===== config.mk =====
export PLATFORM = sky130hd
export DESIGN_NAME = obuf_arb_ctrl
export DESIGN_NICKNAME = d
export VERILOG_FILES = /design/src/rtl/obuf_arb_ctrl_pkg.sv /design/src/rtl/obuf_arb_ctrl_rr_arb5.sv /design/src/rtl/obuf_arb_ctrl.sv
export SDC_FILE = /design/constraint.sdc
export NUM_CORES = 1
export LEC_CHECK = 0
export CAP_MARGIN = 20
export CORE_AREA = 10 10 135 137
export CTS_BUF_LIST = sky130_fd_sc_hd__clkbuf_4 sky130_fd_sc_hd__clkbuf_8
export DETAILED_ROUTE_END_ITERATION = 8
export DIE_AREA = 0 0 145 147
export HOLD_SLACK_MARGIN = 0.06
export SLEW_MARGIN = 20
export SYNTH_ARGS = -nofsm -noshare
export SYNTH_HDL_FRONTEND = slang
export SYNTH_SLANG_ARGS = --single-unit

===== constraint.sdc =====
create_clock -name clk -period 7.6 [get_ports clk]
set_input_delay 1.52 -clock clk [delete_from_list [all_inputs] [get_ports clk]]
set_output_delay 1.52 -clock clk [all_outputs]
set_load 0.005 [all_outputs]

===== src/rtl/obuf_arb_ctrl_pkg.sv =====
// ---------------------------------------------------------------------------
// obuf_arb_ctrl_pkg
// Constants shared by the router's input-buffer controllers, route
// computation and the per-direction output arbiter/buffer.
//   dir_e      : port/direction indices (N=0, W=1, S=2, E=3, B=4)
//   NUM_PORTS  : number of router ports
//   PYLD_W_DEF : default flit payload width
//   next_ptr() : rotating-priority pointer that follows a given winner
// ---------------------------------------------------------------------------
package obuf_arb_ctrl_pkg;

  localparam int NUM_PORTS  = 5;
  localparam int PYLD_W_DEF = 23;

  typedef enum logic [2:0] {
    DIR_N = 3'd0,
    DIR_W = 3'd1,
    DIR_S = 3'd2,
    DIR_E = 3'd3,
    DIR_B = 3'd4
  } dir_e;

  // The priority pointer moves to the port just after the winner, wrapping B->N.
  function automatic logic [2:0] next_ptr(input logic [2:0] win);
    logic [2:0] nxt;
    if (win >= 3'(DIR_B)) begin
      nxt = 3'(DIR_N);
    end else begin
      nxt = win + 3'd1;
    end
    return nxt;
  endfunction

endpackage


===== src/rtl/obuf_arb_ctrl_rr_arb5.sv =====
// ---------------------------------------------------------------------------
// rr_arb5
// Purely combinational five-way rotating-priority arbiter. The first set
// request bit at or after ptr (wrapping 4->0) wins.
//   req[4:0] : request vector, index = direction
//   ptr[2:0] : highest-priority index (0..4)
//   gnt[4:0] : one-hot grant, all-zero when req is zero
//   win[2:0] : index of the winner (0 when nothing is granted)
// ---------------------------------------------------------------------------
module rr_arb5
  import obuf_arb_ctrl_pkg::*;
(
  input  logic [4:0] req,
  input  logic [2:0] ptr,
  output logic [4:0] gnt,
  output logic [2:0] win
);

  logic [2:0] start_s;
  logic [3:0] idx_s;
  logic       found_s;
  logic [4:0] gnt_s;
  logic [2:0] win_s;

  // Scan the five positions starting at ptr and keep the first requester.
  always_comb begin
    gnt_s   = 5'b00000;
    win_s   = 3'd0;
    found_s = 1'b0;
    idx_s   = 4'd0;
    // An out-of-range pointer is treated as N so the arbiter never stalls.
    if (ptr > 3'(DIR_B)) begin
      start_s = 3'(DIR_N);
    end else begin
      start_s = ptr;
    end
    for (int k = 0; k < NUM_PORTS; k++) begin
      idx_s = {1'b0, start_s} + k[3:0];
      if (idx_s >= 4'd5) begin
        idx_s = idx_s - 4'd5;
      end else begin
        idx_s = idx_s;
      end
      if (!found_s && req[idx_s[2:0]]) begin
        found_s             = 1'b1;
        gnt_s[idx_s[2:0]]   = 1'b1;
        win_s               = idx_s[2:0];
      end else begin
        found_s = found_s;
      end
    end
  end

  assign gnt = gnt_s;
  assign win = win_s;

endmodule


===== src/rtl/obuf_arb_ctrl.sv =====
// ---------------------------------------------------------------------------
// obuf_arb_ctrl
// Per-output-direction arbiter and output FIFO. Picks one of the five input
// controllers by rotating priority, stores the winning flit and presents the
// FIFO head to the link / local sink.
//   clk, rst   : clock, synchronous active-high reset
//   port_en    : output port enabled (0 = link down / power-gated)
//   arb_req    : per-input request bits (N,W,S,E,B = 0..4)
//   payload_i  : flattened payloads, port i at [i*PYLD_W +: PYLD_W]
//   arb_gnt    : one-hot grant (combinational), zero when disabled or idle
//   obuf_rdy   : FIFO can accept this cycle (registered state only)
//   out_vld    : head flit valid
//   out_rdy    : downstream accepts the head flit
//   out_data   : head flit
// ---------------------------------------------------------------------------
module obuf_arb_ctrl
  import obuf_arb_ctrl_pkg::*;
#(
  parameter int PYLD_W = PYLD_W_DEF,
  parameter int DEPTH  = 2
) (
  input  logic                  clk,
  input  logic                  rst,
  input  logic                  port_en,
  input  logic [4:0]            arb_req,
  input  logic [5*PYLD_W-1:0]   payload_i,
  output logic [4:0]            arb_gnt,
  output logic                  obuf_rdy,
  output logic                  out_vld,
  input  logic                  out_rdy,
  output logic [PYLD_W-1:0]     out_data
);

  // Only 2 or 4 entries are supported; pointers are 1 or 2 bits wide.
  localparam int AW    = (DEPTH == 4) ? 2 : 1;
  localparam int CNT_W = 3;
  localparam logic [CNT_W-1:0] DEPTH_C = CNT_W'(DEPTH);
  localparam logic [AW-1:0]    LAST_C  = AW'(DEPTH - 1);

  logic [2:0]        ptr_r;
  logic [AW-1:0]     wptr_r;
  logic [AW-1:0]     rptr_r;
  logic [CNT_W-1:0]  cnt_r;
  logic [CNT_W-1:0]  cnt_nxt_s;
  logic              out_vld_r;
  logic [PYLD_W-1:0] mem_r [DEPTH];

  logic [4:0]        gnt_s;
  logic [2:0]        win_s;
  logic              acc_s;
  logic              pop_s;
  logic              rdy_s;
  logic [PYLD_W-1:0] pyld_sel_s;

  rr_arb5 u_rr_arb5 (
    .req (arb_req),
    .ptr (ptr_r),
    .gnt (gnt_s),
    .win (win_s)
  );

  // Ready comes from the registered count only, never from out_rdy.
  assign rdy_s    = port_en & (cnt_r != DEPTH_C);
  assign arb_gnt  = port_en ? gnt_s : 5'b00000;
  assign obuf_rdy = rdy_s;
  assign acc_s    = (|(arb_req & arb_gnt)) & rdy_s;
  assign pop_s    = out_vld_r & out_rdy;
  assign out_vld  = out_vld_r;
  assign out_data = mem_r[rptr_r];

  // Select the winning input's payload for the FIFO write.
  always_comb begin
    pyld_sel_s = {PYLD_W{1'b0}};
    case (win_s)
      3'(DIR_N): pyld_sel_s = payload_i[0*PYLD_W +: PYLD_W];
      3'(DIR_W): pyld_sel_s = payload_i[1*PYLD_W +: PYLD_W];
      3'(DIR_S): pyld_sel_s = payload_i[2*PYLD_W +: PYLD_W];
      3'(DIR_E): pyld_sel_s = payload_i[3*PYLD_W +: PYLD_W];
      3'(DIR_B): pyld_sel_s = payload_i[4*PYLD_W +: PYLD_W];
      default:   pyld_sel_s = {PYLD_W{1'b0}};
    endcase
  end

  // Occupancy update: a simultaneous push and pop leaves the count unchanged.
  always_comb begin
    cnt_nxt_s = cnt_r;
    if (acc_s && !pop_s) begin
      cnt_nxt_s = cnt_r + 3'd1;
    end else if (pop_s && !acc_s) begin
      cnt_nxt_s = cnt_r - 3'd1;
    end else begin
      cnt_nxt_s = cnt_r;
    end
  end

  // Control state: priority pointer, FIFO pointers, count and head-valid flag.
  always_ff @(posedge clk) begin
    if (rst) begin
      ptr_r     <= 3'(DIR_N);
      wptr_r    <= {AW{1'b0}};
      rptr_r    <= {AW{1'b0}};
      cnt_r     <= {CNT_W{1'b0}};
      out_vld_r <= 1'b0;
    end else begin
      if (acc_s) begin
        ptr_r  <= next_ptr(win_s);
        wptr_r <= (wptr_r == LAST_C) ? {AW{1'b0}} : wptr_r + AW'(1);
      end
      if (pop_s) begin
        rptr_r <= (rptr_r == LAST_C) ? {AW{1'b0}} : rptr_r + AW'(1);
      end
      cnt_r     <= cnt_nxt_s;
      out_vld_r <= (cnt_nxt_s != {CNT_W{1'b0}});
    end
  end

  // FIFO storage; reset clears every entry so out_data reads zero when empty.
  always_ff @(posedge clk) begin
    if (rst) begin
      for (int i = 0; i < DEPTH; i++) begin
        mem_r[i] <= {PYLD_W{1'b0}};
      end
    end else if (acc_s) begin
      mem_r[wptr_r] <= pyld_sel_s;
    end
  end

endmodule


==> flow_metrics.env, run 1 <==
export IMPL_avgSynthCellArea_um2=9.52
export IMPL_p_comb_frac=0.802
export IMPL_grt_pass1_wl_um=26700
export IMPL_fin_setup_tns_ns=0
export IMPL_start_util=0.293
export IMPL_ir_drop_mv=0.263
export IMPL_crit_family="simple AND/OR/NAND/NOR gates"
export IMPL_grt_max_degree=52
export IMPL_die_height_um=147
export IMPL_period_needed_ns=6.87
export IMPL_cp_slowest_stage_delay_ns=0.65
export IMPL_placed_cell_area_um2=6260
export IMPL_grt_pass1_vias=4648
export IMPL_routed_wl_um=16800
export IMPL_critPathKind="flop to output port"
export IMPL_drive_gt1_frac=0.131
export IMPL_die_w_um=145
export IMPL_p_sw_w=0.00177
export IMPL_rows=46
export IMPL_cts_htree_levels=2
export IMPL_syn_to_final_growth_pct=38.9
export IMPL_hold_ws_ns=0.526
export IMPL_grt_overflow_total=0
export IMPL_cp_data_required_time_ns=6.08
export IMPL_status="complete, no violations"
export IMPL_cpMostUsedCell="a21oi_1"
export IMPL_grt_usage=0.154
export IMPL_synthArstFlopShare=0
export IMPL_drcViolationCount=0
export IMPL_dp_hpwl_um=12800
export IMPL_fin_area_um2=6350
export IMPL_hold_path_class="flop to flop"
export IMPL_critPathSlowestCell="dfxtp_1"
export IMPL_fill_cells=1518
export IMPL_synthFlopType="edfxtp_1"
export IMPL_p_leak_nw=2.36
export IMPL_clkPwrFrac=0.045
export IMPL_core_um2=15600
export IMPL_finalSetupViolCount=0
export IMPL_first_pass_iters=7
export IMPL_cts_root_buf="clkbuf_8"
export IMPL_crit_buf_inv=2
export IMPL_drv_slew=0
export IMPL_rsz0062_at_grt="false"
export IMPL_clock_sinks=56
export IMPL_relSlewSlack=0.248
export IMPL_post_route_period_util=0.904
export IMPL_clk_pin_slew_worst_paths_ns=0.09
export IMPL_drv_cap=0
export IMPL_fin_nets=750
export IMPL_port_buffer_count=153
export IMPL_p_int_w=0.00172
export IMPL_worstPathCellList="or3b_1 -> clkinv_1 -> ha_1 -> nand2b_1 -> a21oi_1 -> a21oi_1 -> nor4bb_1 -> o32ai_1 -> nand4_1 -> or4_1 -> a21boi_0 -> clkdlybuf4s50_1"
export IMPL_worst_pin_slew_ns=1.13
export IMPL_critPathMaxFanout=15
export IMPL_clock_skew_final_ns=0.00643
export IMPL_gp_congestion=0.924
export IMPL_synth_cells=480
export IMPL_crit_arrival_ns=5.35
export IMPL_drt_antenna_violating_nets=0
export IMPL_vias=4486
export IMPL_seqPwrFrac=0.152
export IMPL_p_sw_frac=0.507
export IMPL_antenna_found_initial=0
export IMPL_yosysSeqAreaShare=0.346
export IMPL_wl_per_cell_um=20.3
export IMPL_final_hold_violation_count=0
export IMPL_endpoint_kind="output port"
export IMPL_synth_cell_type_count=75
export IMPL_ys_ff_latch=56
export IMPL_power_density_nw_per_um2=549
export IMPL_synth_edf_count=46
export IMPL_diodes=0
export IMPL_numCtsBuffers=5
export IMPL_critPathLaunchType="flop"
export IMPL_fmax_mhz=145
export IMPL_hold_buffers=0
export IMPL_drt_iter0_markers=422
export IMPL_yosysWarnings=0
export IMPL_via_per_inst=5.42
export IMPL_die_area_um2=21300
export IMPL_insertion_delay_ns=0.31
export IMPL_cts_buffer_depth=2
export IMPL_cts_tree="done"
export IMPL_pin_count=154
export IMPL_syn_nets=619
export IMPL_synth_area_um2=4570
==> final cells by class <==
class / count / area (um2) / area share
repair buffers: 157 / 1560 / 0.246
multi-input cells: 379 / 2800 / 0.441
flip-flops and latches: 56 / 1580 / 0.249
clock buffers: 6 / 76.3 / 0.0120
clock inverters: 2 / 11.3 / 0.00177
well taps: 216 / 270 / 0.0426
inverters: 12 / 45.0 / 0.00709
==> worst paths after layout <==
check,start,end,slack (ns),depth (start not counted)
setup / recovery,ptr_r[0],arb_gnt[0],0.73,12
hold / removal,rptr_r,flop,0.53,2
setup reg to reg,ptr_r[0],mem_r[1][22],0.80,17
hold reg to reg,rptr_r,flop,0.53,2
==> registers in the layout, indices dropped and copies added, names as in the netlist, named ones only <==
name,flops
cnt_r,3
mem_r,46
out_vld,1
ptr_r,3
rptr_r,1
wptr_r,1
==> cells in the mapped netlist (4+ instances only) <==
| cell type | count | share of area |
|---|---|---|
| nor2_1 | 67 | 0.055 |
| edfxtp_1 | 46 | 0.30 |
| mux2_2 | 45 | 0.11 |
| nand2_1 | 36 | 0.030 |
| a222oi_1 | 24 | 0.053 |
| clkbuf_1 | 20 | 0.016 |
| o21ai_0 | 18 | 0.020 |
| a21oi_1 | 17 | 0.019 |
| a22o_1 | 17 | 0.033 |
| ha_1 | 15 | 0.041 |
| mux2i_1 | 13 | 0.028 |
| dfxtp_1 | 10 | 0.044 |
| inv_1 | 10 | 0.0082 |
| nand3_1 | 10 | 0.011 |
| a21o_1 | 8 | 0.013 |
| buf_2 | 7 | 0.0077 |
| nand2b_1 | 7 | 0.0096 |
| nor2b_1 | 7 | 0.0096 |
| and2_1 | 6 | 0.0082 |
| nand4_1 | 6 | 0.0082 |
| a21boi_0 | 4 | 0.0066 |
| and3_1 | 4 | 0.0055 |
| buf_6 | 4 | 0.0099 |
| o211ai_1 | 4 | 0.0066 |
==> what timing repair did <==
| item | 4_1_cts | 5_1_grt |
|---|---|---|
| setup buffers | 0 | 0 |
| gates resized for setup | 0 | 3 |
| endpoints found under the setup margin | 0 | 34 |
==> per-layer routing <==
metal  vias to the layer above  routed length, um  global-route usage  share of wire
li1                       2109                  -                   -              -
met5                         -                  0                   0              0
met4                         0                260              0.0347          0.015
met3                        23               1220              0.0347          0.073
met2                       237               7890               0.263           0.47
met1                      2117               7430               0.192           0.44
==> tightest hold or removal path: stages, from the launching register on <==
cell and delay [ns]:
dfxtp_1 0.34, xor2_1 0.08, nor2_1 0.08
==> metrics by stage <==
stage               setup WS [ns]  total power (W)  utilization  cells
floorplan                    2.14          0.00246            -    480
global placement            0.763          0.00327        0.401    820
detailed placement          0.587          0.00330        0.401    820
CTS                         0.526          0.00348        0.407    828
global route                0.166          0.00378        0.407    828
finish                      0.726          0.00348        0.407    828
==> cells in the final DEF, fill, tap and decap left out, drive strengths merged, types with 4 or more instances in the layout <==
cell           Yosys  final
clkbuf            20      6
clkdlybuf4s50      0    153
nand3             10     10
nand2b             7      7
and2               6      6
nand2             37     37
nand4              6      6
a21oi             17     17
mux2              45     45
a21o               8      8
inv               11     11
nor2b              7      7
edfxtp            46     46
a21boi             5      5
buf               13      4
o21ai             18     18
and3               4      4
o211ai             4      4
mux2i             13     13
a2bb2oi            4      4
nor2              68     68
or2                4      4
ha                15     15
a222oi            24     24
dfxtp             10     10
a22o              17     17
==> cells by family (layout without fill, tap and decap cells) <==
| group | count (synthesis) | count (layout) | share of synthesized area |
|---|---|---|---|
| AO/OA/AOI/OAI | 133 | 133 | 0.236 |
| XOR/XNOR | 6 | 6 | 0.0115 |
| adder cells (fa/ha/maj) | 15 | 15 | 0.0411 |
| buffers and inverters | 45 | 177 | 0.0455 |
| flip-flops | 56 | 56 | 0.346 |
| multiplexers | 58 | 58 | 0.139 |
| AND/OR/NAND/NOR | 167 | 167 | 0.180 |
==> power groups by stage <==
stage	Sequential [W]	Combinational, W	Clock, W
floorplan	0.000498	0.00197	0
global placement	0.000531	0.00274	0
detailed placement	0.000538	0.00277	0
CTS	0.000531	0.00278	0.000165
global route	0.000545	0.00306	0.000177
finish	0.000530	0.00279	0.000158
No activity file was read; power rests on OpenSTA's default activity.
==> run 2: changes to the inputs <==
--- a/config.mk
+++ b/config.mk
@@ -6,11 +6,12 @@
 export NUM_CORES = 1
 export LEC_CHECK = 0
 export CAP_MARGIN = 20
-export CORE_AREA = 10 10 135 137
+export CORE_AREA = 5 5 106 108
 export CTS_BUF_LIST = sky130_fd_sc_hd__clkbuf_4 sky130_fd_sc_hd__clkbuf_8
 export DETAILED_ROUTE_END_ITERATION = 8
-export DIE_AREA = 0 0 145 147
+export DIE_AREA = 0 0 111 113
 export HOLD_SLACK_MARGIN = 0.06
+export PLACE_DENSITY = 0.79
 export SLEW_MARGIN = 20
 export SYNTH_ARGS = -nofsm -noshare
 export SYNTH_HDL_FRONTEND = slang
==> flow_metrics.env, run 2 (synthesis gave the netlist of run 1 again) <==
export IMPL_first_pass_iters=8
export IMPL_worst_path_stages=12
export IMPL_hold_path_class="flop to flop"
export IMPL_cts_root_buf="clkbuf_8"
export IMPL_fmax_mhz=142
export IMPL_cts_resized=0
export IMPL_wl_per_cell_um=20.2
export IMPL_cp_slowest_stage_delay_ns=0.61
export IMPL_grt_pass1_wl_um=24200
export IMPL_cts_tree="done"
export IMPL_status="complete, no violations"
export IMPL_final_common_cell="clkdlybuf4s50_1"
export IMPL_multiInputGateArea_um2=2800
export IMPL_clock_skew_final_ns=0.0102
export IMPL_die_area_um2=12500
export IMPL_die_height_um=113
export IMPL_ir_drop_mv=0.315
export IMPL_ff_latch_area_um2=1580
export IMPL_reg2reg_slack_ns=0.64
export IMPL_period_needed_ns=7.06
export IMPL_top_register="mem_r"
export IMPL_start_util=0.451
export IMPL_post_route_period_util=0.929
export IMPL_clk_pin_slew_worst_paths_ns=0.11
export IMPL_critPathKind="flop to output port"
export IMPL_syn_to_final_growth_pct=37.3
export IMPL_power_density_nw_per_um2=556
export IMPL_cts_buffer_depth=2
export IMPL_antenna_found_initial=0
export IMPL_fin_setup_tns_ns=0
export IMPL_fill_cells=825
export IMPL_hold_buffers=0
export IMPL_grt_max_degree=52
export IMPL_dp_hpwl_um=11600
export IMPL_final_hold_violation_count=0
export IMPL_place_inst=744
export IMPL_rows=37
export IMPL_r2r_start="ptr_r[1]"
export IMPL_grt_usage=0.236
export IMPL_drcViolationCount=0
export IMPL_clock_sinks=56
export IMPL_rr_endpoint="mem_r[0][12]"
export IMPL_crit_family="compound AO/OA/AOI/OAI gates"
export IMPL_port_buffer_count=153
export IMPL_gp_congestion=0.925
export IMPL_grt_overflow_total=0
export IMPL_diodes=0
export IMPL_endpoint_kind="output port"
export IMPL_worstPathCellList="nor2b_1 -> inv_1 -> ha_1 -> ha_1 -> inv_1 -> o21ai_0 -> a21oi_1 -> a2bb2o_1 -> nand4_1 -> or4_1 -> a21boi_0 -> clkdlybuf4s50_1"
export IMPL_finalSetupViolCount=0
export IMPL_drive_gt1_frac=0.131
export IMPL_drv_slew=0
export IMPL_crit_buf_inv=3
export IMPL_instances_no_fill=752
export IMPL_pin_count=154
export IMPL_rsz0062_at_grt="false"
export IMPL_largest_reg_flops=46
export IMPL_critPathSlowestCell="dfxtp_1"
export IMPL_grt_pass1_vias=4545
export IMPL_insertion_delay_ns=0.31
export IMPL_critPathLaunchType="flop"
export IMPL_startpoint="ptr_r[1]"
export IMPL_drv_cap=0
export IMPL_final_cell_mix="153 x clkdlybuf4s50_1, 67 x nor2_1, 46 x edfxtp_1"
export IMPL_core_um2=10100
export IMPL_fin_nets=754
export IMPL_reg2reg_depth=18
export IMPL_cp_data_required_time_ns=6.08
export IMPL_relSlewSlack=0.289
export IMPL_via_per_inst=5.99
export IMPL_crit_end="arb_gnt[0]"
export IMPL_vias=4503
export IMPL_drt_iter0_markers=480
export IMPL_drt_antenna_violating_nets=0
export IMPL_cts_htree_levels=2
export IMPL_routed_wl_um=15200
export IMPL_p_leak_nw=2.38
export IMPL_reg_top3="mem_r (46), cnt_r (3), ptr_r (3)"
export IMPL_numCtsBuffers=5
export IMPL_die_w_um=111
export IMPL_critPathMaxFanout=11
export IMPL_worst_pin_slew_ns=1.07
export IMPL_crit_arrival_ns=5.54
export IMPL_cts_setup_buffers=0
run 2: cell count changes in the layout (fill, tap and decap cells not counted), sizes merged:
cell | before | now
buf | 4 | 8
clkbuf | 6 | 5
clkinvlp | 1 | 2
run 2: worst min path at each step:
stage                      start     end  cells past startpoint
after floorplan           rptr_r    flop                      2
after global placement    rptr_r  rptr_r                      2
after detailed placement  rptr_r    flop                      2
after CTS                 rptr_r    flop                      2
after global routing      rptr_r  rptr_r                      2
final                     rptr_r    flop                      2
run 2: routing by layer:
layer / global-route usage / up-vias / part of all wire
li1: - / 2113 / -
met1: 0.287 / 2132 / 0.40
met2: 0.420 / 242 / 0.50
met3: 0.0578 / 16 / 0.091
met4: 0.0591 / 0 / 0.017
met5: 0 / - / 0
run 2: where the power goes:
group          internal (W)  switching [W]
Sequential         0.000462      0.0000673
Combinational       0.00120        0.00160
Clock             0.0000654      0.0000977
Total               0.00173        0.00176
run 2: tightest hold or removal path: cells and delay by family (launching register included):
kind	cells	cell delay, ns
simple gates	1	0.07
flops	1	0.34
xor+xnor	1	0.08
run 2: layout make-up:
cell class | count | share of cell area
clock buffer | 5 | 0.0110
clock inverter | 3 | 0.00379
inverter | 12 | 0.00718
multi-input combinational | 379 | 0.445
sequential | 56 | 0.252
tap | 136 | 0.0271
timing repair buffer | 161 | 0.254
run 2: through the flow:
stage / util / power (W) / setup WS, ns / area [um2] / hold WS, ns
floorplan: - / 0.00246 / 2.14 / 4570 / 0.472
CTS: 0.619 / 0.00347 / 0.696 / 6280 / 0.527
global route: 0.619 / 0.00373 / 0.0831 / 6280 / 0.564
detailed placement: 0.610 / 0.00329 / 0.869 / 6180 / 0.498
global placement: 0.610 / 0.00326 / 1.00 / 6180 / 0.487
finish: 0.619 / 0.00349 / 0.543 / 6280 / 0.520
==> run 3: changes to the inputs <==
--- a/config.mk
+++ b/config.mk
@@ -10,6 +10,7 @@
 export CTS_BUF_LIST = sky130_fd_sc_hd__clkbuf_4 sky130_fd_sc_hd__clkbuf_8
 export DETAILED_ROUTE_END_ITERATION = 8
 export DIE_AREA = 0 0 111 113
+export GPL_TIMING_DRIVEN = 0
 export HOLD_SLACK_MARGIN = 0.06
 export PLACE_DENSITY = 0.79
 export SLEW_MARGIN = 20
==> flow_metrics.env, run 3 (synthesis gave the netlist of run 1 again) <==
export IMPL_reg2reg_depth=22
export IMPL_wl_per_cell_um=20.3
export IMPL_final_cell_mix="153 x clkdlybuf4s50_1, 67 x nor2_1, 46 x edfxtp_1"
export IMPL_worst_pin_slew_ns=0.755
export IMPL_finalSetupViolCount=0
export IMPL_vias=4601
export IMPL_cp_slowest_stage_delay_ns=0.46
export IMPL_fill_cells=818
export IMPL_cp_data_required_time_ns=6.08
export IMPL_antenna_found_initial=0
export IMPL_clk_pin_slew_worst_paths_ns=0.09
export IMPL_pin_count=154
export IMPL_cts_root_buf="clkbuf_8"
export IMPL_status="complete, no violations"
export IMPL_clock_skew_final_ns=0.00869
export IMPL_grt_pass1_wl_um=24100
export IMPL_via_per_inst=5.92
export IMPL_total_power_w=0.00356
export IMPL_reg_top3="mem_r (46), cnt_r (3), ptr_r (3)"
export IMPL_ir_drop_mv=0.446
export IMPL_rsz0062_at_grt="false"
export IMPL_cts_setup_buffers=0
export IMPL_routed_wl_um=15800
export IMPL_top_register="mem_r"
export IMPL_worstPathCellList="buf_2 -> nor2b_2 -> inv_1 -> ha_1 -> ha_1 -> clkbuf_1 -> inv_1 -> o21ai_0 -> a21oi_1 -> a2bb2o_1 -> clkbuf_1 -> o211ai_1 -> a2bb2oi_2 -> clkbuf_2 -> buf_2 -> nor2b_1 -> clkdlybuf4s50_1"
export IMPL_finish_utilization=0.629
export IMPL_drv_slew=0
export IMPL_final_hold_violation_count=0
export IMPL_port_buffer_count=153
export IMPL_drive_gt1_frac=0.136
export IMPL_grt_max_degree=24
export IMPL_cts_htree_levels=2
export IMPL_crit_end="arb_gnt[4]"
export IMPL_die_w_um=111
export IMPL_syn_to_final_growth_pct=39.6
export IMPL_die_area_um2=12500
export IMPL_critPathKind="flop to output port"
export IMPL_reg2reg_slack_ns=1.34
export IMPL_gp_congestion=0.921
export IMPL_critPathMaxFanout=10
export IMPL_post_route_period_util=0.931
export IMPL_insertion_delay_ns=0.30
export IMPL_die_height_um=113
export IMPL_endpoint_kind="output port"
export IMPL_first_pass_iters=7
export IMPL_fin_area_um2=6380
export IMPL_drt_antenna_violating_nets=0
export IMPL_startpoint="ptr_r[1]"
export IMPL_r2r_start="ptr_r[1]"
export IMPL_critPathSlowestCell="clkdlybuf4s50_1"
export IMPL_core_um2=10100
export IMPL_grt_usage=0.239
export IMPL_final_common_cell="clkdlybuf4s50_1"
export IMPL_fmax_mhz=141
export IMPL_hold_path_class="flop to flop"
export IMPL_p_leak_nw=2.42
export IMPL_grt_overflow_total=0
export IMPL_fin_nets=779
export IMPL_cts_tree="done"
export IMPL_placed_cell_area_um2=6280
export IMPL_grt_pass1_vias=4602
export IMPL_largest_reg_flops=46
export IMPL_relSlewSlack=0.495
export IMPL_hold_buffers=0
export IMPL_ff_latch_area_um2=1580
export IMPL_rr_endpoint="mem_r[0][0]"
export IMPL_period_needed_ns=7.08
export IMPL_numCtsBuffers=5
export IMPL_fin_setup_tns_ns=0
export IMPL_dp_hpwl_um=12400
export IMPL_drcViolationCount=0
export IMPL_crit_arrival_ns=5.56
export IMPL_diodes=0
export IMPL_hold_ws_ns=0.520
export IMPL_rows=37
export IMPL_clock_sinks=56
export IMPL_power_density_nw_per_um2=559
export IMPL_drv_cap=0
export IMPL_drt_iter0_markers=567
export IMPL_cts_buffer_depth=2
export IMPL_start_util=0.451
export IMPL_multiInputGateArea_um2=2800
export IMPL_critPathLaunchType="flop"
-- run 3: changes by cell type in the layout (fill, tap and decap cells not counted), sizes merged --
cell and delta:
buf +5, clkbuf +21, clkinvlp -1
-- run 3: layout make-up --
cell class                 count  share of cell area
buffer                        33              0.0259
clock buffer                   6              0.0120
clock inverter                 2             0.00177
inverter                      12             0.00706
multi-input combinational    379               0.438
sequential                    56               0.248
tap                          136              0.0267
timing repair buffer         153               0.240
-- run 3: metrics by stage --
step,instances,worst slack (ns)
final,777,0.525
after global routing,777,0.134
after CTS,777,0.157
after detailed placement,769,0.284
after global placement,769,0.358
after floorplan,480,2.14
-- run 3: timing repair --
item | 4_1_cts | 5_1_grt
endpoints found under the setup margin | 1 | 1
pin swaps | 0 | 0
resized for setup | 1 | 3
-- run 3: metal layers --
layer | track usage | wire length, um | share of wire
met3 | 0.0492 | 1210 | 0.077
met4 | 0.0558 | 239 | 0.015
met1 | 0.288 | 6370 | 0.40
met2 | 0.439 | 7930 | 0.50
met5 | 0 | 0 | 0
-- run 3: worst max-delay path: cells and delay by family (launching register included) --
kind / cells / cell delay, ns
buffers and inverters: 8 / 2.45
AOI/OAI and AO/OA: 5 / 1.50
adders and majority gates: 2 / 0.52
and+or+nand+nor: 2 / 0.46
DFF: 1 / 0.33
-- run 3: worst min-delay path by stage --
stage               startpoint     end  slack, ns  depth (start not counted)
floorplan               rptr_r    flop       0.47                          2
global placement        rptr_r  rptr_r       0.50                          2
detailed placement      rptr_r  rptr_r       0.50                          2
CTS                     rptr_r  rptr_r       0.52                          2
global route            rptr_r  rptr_r       0.57                          2
finish                  rptr_r  rptr_r       0.52                          2
-- run 3: report_power, final --
part | switching [W] | total (W) | internal, W
clock | 0.0000923 | 0.000160 | 0.0000678
combinational | 0.00168 | 0.00290 | 0.00122
sequential | 0.0000394 | 0.000502 | 0.000463
total | 0.00181 | 0.00356 | 0.00175
